--- src/rtl/fwd_scoreboard.sv ---
// Forwarding and load-use hazard unit: tracks destination tags of in-flight
// instructions and picks the youngest producer for each decode-stage operand.
module fwd_scoreboard #(
  parameter int REG_AW     = 5,
  parameter int NUM_SRC    = 2,
  parameter int DEPTH      = 3,
  parameter int LOAD_READY = 2,
  parameter int SEL_W      = $clog2(DEPTH + 1)
) (
  input  logic                      clk,
  input  logic                      rst_n,
  input  logic                      issue_valid,
  input  logic                      issue_wr,
  input  logic [REG_AW-1:0]         issue_rw,
  input  logic                      issue_load,
  input  logic [NUM_SRC*REG_AW-1:0] src_addr,
  input  logic [NUM_SRC-1:0]        src_used,
  input  logic                      pipe_hold,
  input  logic                      flush,
  output logic [NUM_SRC*SEL_W-1:0]  fwd_sel,
  output logic                      stall,
  output logic [15:0]               stall_count
);

  logic [DEPTH:1]    stValid;
  logic [DEPTH:1]    stWr;
  logic [DEPTH:1]    stLd;
  logic [REG_AW-1:0] stRw [1:DEPTH];

  logic [REG_AW-1:0] srcAddr;
  logic              found;
  logic              hazard;

  // Scan stages from youngest to oldest; the first hit decides both the
  // forward select and whether that operand must wait for a load.
  always_comb begin
    fwd_sel = '0;
    hazard  = 1'b0;
    srcAddr = '0;
    found   = 1'b0;
    for (int i = 0; i < NUM_SRC; i++) begin
      srcAddr = src_addr[i*REG_AW +: REG_AW];
      found   = 1'b0;
      for (int k = 1; k <= DEPTH; k++) begin
        if (!found && src_used[i] && stValid[k] && stWr[k] &&
            (stRw[k] != '0) && (stRw[k] == srcAddr)) begin
          found = 1'b1;
          fwd_sel[i*SEL_W +: SEL_W] = SEL_W'(k);
          if (stLd[k] && (k < LOAD_READY)) begin
            hazard = 1'b1;
          end
        end
      end
    end
  end

  assign stall = issue_valid & ~flush & hazard;

  // A stalled or flushed decode instruction enters stage 1 as a bubble while
  // older stages keep draining.
  always_ff @(posedge clk) begin
    if (!rst_n) begin
      stValid     <= '0;
      stall_count <= '0;
    end else if (!pipe_hold) begin
      for (int k = DEPTH; k >= 2; k--) begin
        stValid[k] <= stValid[k-1];
        stWr[k]    <= stWr[k-1];
        stLd[k]    <= stLd[k-1];
        stRw[k]    <= stRw[k-1];
      end
      stValid[1] <= issue_valid & ~stall & ~flush;
      stWr[1]    <= issue_wr;
      stLd[1]    <= issue_load;
      stRw[1]    <= issue_rw;
      if (stall && (stall_count != 16'hFFFF)) begin
        stall_count <= stall_count + 16'd1;
      end
    end
  end

endmodule

--- config.mk ---
export PLATFORM = sky130hd
export DESIGN_NAME = fwd_scoreboard
export DESIGN_NICKNAME = d
export VERILOG_FILES = /design/src/rtl/fwd_scoreboard.sv
export SDC_FILE = /design/constraint.sdc
export NUM_CORES = 1
export LEC_CHECK = 0
export ABC_AREA = 1
export ABC_CLOCK_PERIOD_IN_PS = 2400
export CELL_PAD_IN_SITES_DETAIL_PLACEMENT = 0
export CELL_PAD_IN_SITES_GLOBAL_PLACEMENT = 1
export CORE_MARGIN = 1.5
export CORE_UTILIZATION = 37
export CTS_CLUSTER_DIAMETER = 200
export DETAILED_ROUTE_END_ITERATION = 8
export PLACE_DENSITY = 0.8
export SETUP_SLACK_MARGIN = 0.3
export SLEW_MARGIN = 20
export SYNTH_ARGS = -nofsm -noshare
export SYNTH_HDL_FRONTEND = slang
export SYNTH_SLANG_ARGS = --single-unit
--- constraint.sdc ---
create_clock -name clk -period 2.4 [get_ports clk]
set_clock_uncertainty 0.1 [all_clocks]
set_input_delay 0.48 -clock clk [delete_from_list [all_inputs] [get_ports clk]]
set_output_delay 0.48 -clock clk [all_outputs]
set_load 0.03 [all_outputs]
==> results of run 1 <==
[registers in the layout, summed over array words and instances, names as in the netlist]
name         cells
stWr             3
stLd             1
stall_count     16
stRw            15
stValid          3
[routing by layer]
| metal | GRT usage [%] | vias to the layer above | part of all wire (%) |
|---|---|---|---|
| li1 | - | 1065 | - |
| met5 | 0 | - | 0 |
| met3 | 3.68 | 8 | 6.0 |
| met4 | 5.36 | 0 | 1.3 |
| met2 | 26.0 | 46 | 43 |
| met1 | 25.4 | 885 | 50 |
[cell families (layout without fill, tap and decap cells)]
logic type / count (synthesis) / in the layout / synth area share, %
simple gates: 144 / 144 / 31.2
flops: 38 / 38 / 44.7
buf+inv: 46 / 133 / 8.12
compound gates: 32 / 32 / 8.36
xor+xnor: 17 / 17 / 7.00
fa+ha+maj: 1 / 1 / 0.588
[layout make-up]
| class | count | area [um2] |
|---|---|---|
| inverters | 44 | 165 |
| clock inverters | 2 | 10.0 |
| flip-flops and latches | 38 | 951 |
| well taps | 72 | 90.1 |
| multi-input cells | 194 | 1120 |
| clock buffers | 6 | 72.6 |
| repair buffers | 81 | 724 |
| fillers | 533 | 2410 |
[final timing paths]
check	slack, ns	endpoint
worst min-delay path	0.35	stWr[2]
worst max register to register	0.53	stall_count[15]
worst max-delay path	0.05	fwd_sel[3]
worst min register to register	0.35	stWr[2]
[cell usage in the layout (no fill, tap or decap), types with 3 or more instances in the layout]
master / instances
nand2_1: 56
nor2_1: 42
inv_1: 36
buf_4: 33
clkdlybuf4s50_1: 26
edfxtp_1: 19
dfxtp_1: 19
a21oi_1: 12
nand3_1: 12
o21ai_0: 10
nor2_2: 10
buf_6: 9
inv_2: 8
xnor2_1: 8
nand4_1: 6
xnor2_2: 5
clkbuf_8: 5
xor2_1: 4
dlygate4sd2_1: 4
o21ai_1: 3
nand2_2: 3
clkdlybuf4s15_1: 3
buf_2: 3
[timing repair]
action / 4_1_cts / 5_1_grt
gates resized for setup: 47 / 20
setup buffers: 10 / 8
pin swaps: 24 / 14
endpoints found under the setup margin: 11 / 11
[worst max-delay path: stages (launching register included)]
cell and delay [ns]:
edfxtp_1 0.45, xnor2_2 0.17, nand4_1 0.15, nor4b_4 0.27, buf_4 0.16, nand2_1 0.04, o21ai_1 0.07, buf_4 0.18
[metrics by stage]
stage / utilization (%) / std cells / area [um2] / hold WS, ns / setup slack [ns]
after floorplan: - / 278 / 2130 / 0.327 / 0.242
after global placement: 50.2 / 411 / 2780 / 0.334 / -0.324
after detailed placement: 50.2 / 411 / 2780 / 0.336 / -0.292
after CTS: 54.1 / 429 / 3000 / 0.350 / 0.0299
after global routing: 56.5 / 437 / 3130 / 0.363 / -0.0299
final: 56.5 / 437 / 3130 / 0.349 / 0.0530
[power by group]
group / internal (mW) / leakage, nW / switching (mW)
Combinational: 0.0985 / 0.998 / 0.0857
Clock: 0.201 / 0.0450 / 0.224
Sequential: 0.700 / 0.332 / 0.0176
Total: 1.00 / 1.37 / 0.327
==> results_tabular.tex, run 1 <==
\begin{tabular}{lr}
\hline
Metric & Value \\
\hline
\multicolumn{2}{l}{\textbf{Setup path}} \\
Source of the worst register-to-register timing path & stRw[0][5] \\
Depth of the worst register-to-register path & 12 \\
Type of element capturing the critical path & output pin \\
CP Launch Type & flop \\
Arr. time, crit path & between 1.5 and 2 ns \\
Required time of the worst setup path & $\sim$1.8 ns \\
Critical-path maximum fanout & 2 \\
Critical path origin & stRw[0][17] \\
Path type of the worst setup path & reg -> out \\
\multicolumn{2}{l}{\textbf{Placement}} \\
Final weighted congestion in routability-driven placement & approximately 0.8 \\
Final HPWL DP & between 3 and 4 mm \\
Number of input and output port buffers inserted & 44 \\
\multicolumn{2}{l}{\textbf{Synth}} \\
Dominant synthesized flop cell & edfxtp\_1 \\
Leading area contributor after synthesis & edfxtp\_1 \\
Netlist area before placement & around 2100 um2 \\
Synth async-reset ratio & 0\% \\
Synthesized instance count & about 280 \\
Fraction of the yosys area taken by sequential cells & $\sim$45\% \\
Number of distinct library cells after synthesis & 32 \\
Total nets after synthesis & 303 \\
Number of synthesized flops with an enable pin & 19 \\
Synthesized flop and latch total & 38 \\
Number of warnings issued by yosys & 0 \\
Commonest cells in the synthesized netlist & nand2\_1, nor2\_1, inv\_1, dfxtp\_1, edfxtp\_1 \\
Post-synthesis average cell area & roughly 7.6 um2 \\
Area share of the leading cell type in the synthesized netlist & around 27\% \\
Top cells by area, synth & edfxtp\_1, dfxtp\_1, nand2\_1 \\
Most frequent cell after synthesis & nand2\_1 \\
\multicolumn{2}{l}{\textbf{STA}} \\
Total count of max-transition violations in the final report & 0 \\
Final setup fails & 0 \\
Worst slew slack as a fraction of its limit & 74.8\% \\
Setup repair after global routing missed its margin & yes \\
Fin crit period & roughly 2.3 ns \\
Post-route setup TNS & 0 ns \\
Hold Violations, Final & 0 \\
Transition time at the pin with the least slew margin & $\sim$0.38 ns \\
Highest clock frequency the design can meet & about 430 MHz \\
Tcrit/Tclk final & between 90\% and 100\% \\
\multicolumn{2}{l}{\textbf{Layout}} \\
Share of layout cells above drive strength 1 & a little over a quarter \\
Final net count & 389 \\
Area Growth Syn to Fin & 47.4\% \\
Antenna diodes & 0 \\
\multicolumn{2}{l}{\textbf{Global routing}} \\
Maximum number of pins on one net before global-route repair & 19 \\
GRT Util Overall & around 18\% \\
Antenna violations before repair & 0 \\
Wire length of the first global-routing pass & roughly 8.4 mm \\
Vias in the first global route & 1814 \\
Remaining global-route overflow & 0 \\
\multicolumn{2}{l}{\textbf{Route}} \\
Detailed-router iteration count before antenna repair & 4 \\
Avg WL per Cell & 11.6 um \\
Remaining routing DRC violations & 0 \\
DR iter-0 viols & 100 \\
Via-to-Cell Ratio & roughly 4.6 \\
Vias & between 2000 and 2500 \\
Routed wire length & just over 5 mm \\
Final ANT Viol Nets & 0 \\
\multicolumn{2}{l}{\textbf{Floorplan}} \\
Number of placement rows & 27 \\
Core outline area & 5540 um2 \\
Die height & 78.8 um \\
Count of boundary I/O pins & 45 \\
Die area & between 6000 and 7000 um2 \\
Die boundary width & 78.8 um \\
Initial Util & a little under two fifths \\
\multicolumn{2}{l}{\textbf{Power and ir drop}} \\
Peak ir drop on the vdd network & 239 uV \\
Pleak & roughly 1.4 nW \\
Final Total Pwr & around 1.3 mW \\
Cell area power density & 424 nW/um2 \\
\multicolumn{2}{l}{\textbf{Min path}} \\
Hold crit path type & reg -> reg \\
Startpoint of the lowest-slack hold path & stWr[1] \\
Hold-critical path depth & 0 \\
\multicolumn{2}{l}{\textbf{Clock tree}} \\
CTS HTree Levels & 2 \\
Worst-path clk slew & 0.07 ns \\
Number of buffers between clock root and the deepest sink & 2 \\
Number of sinks driven by the clock tree & 38 \\
CTS tree & yes \\
Clock Latency Late Sink & 0.28 ns \\
Clock root buffer & clkbuf\_8 \\
\# hold bufs at CTS & 0 \\
Inserted Clock Buffers & 5 \\
\multicolumn{2}{l}{\textbf{Flow run}} \\
Max Cap Viol & 0 \\
\multicolumn{2}{l}{\textbf{Status}} \\
Result of the run & completed \\
\hline
\end{tabular}
Note: power is estimated with default switching activity, not from simulation.
==> run 2, diff against run 1 <==
--- a/config.mk
+++ b/config.mk
@@ -13,6 +13,7 @@
 export CORE_UTILIZATION = 37
 export CTS_CLUSTER_DIAMETER = 200
 export DETAILED_ROUTE_END_ITERATION = 8
+export HOLD_SLACK_MARGIN = 0.03
 export PLACE_DENSITY = 0.8
 export SETUP_SLACK_MARGIN = 0.3
 export SLEW_MARGIN = 20
==> results of run 2 <==
No change in the layout: final DEF, timing and power equal those of run 1.
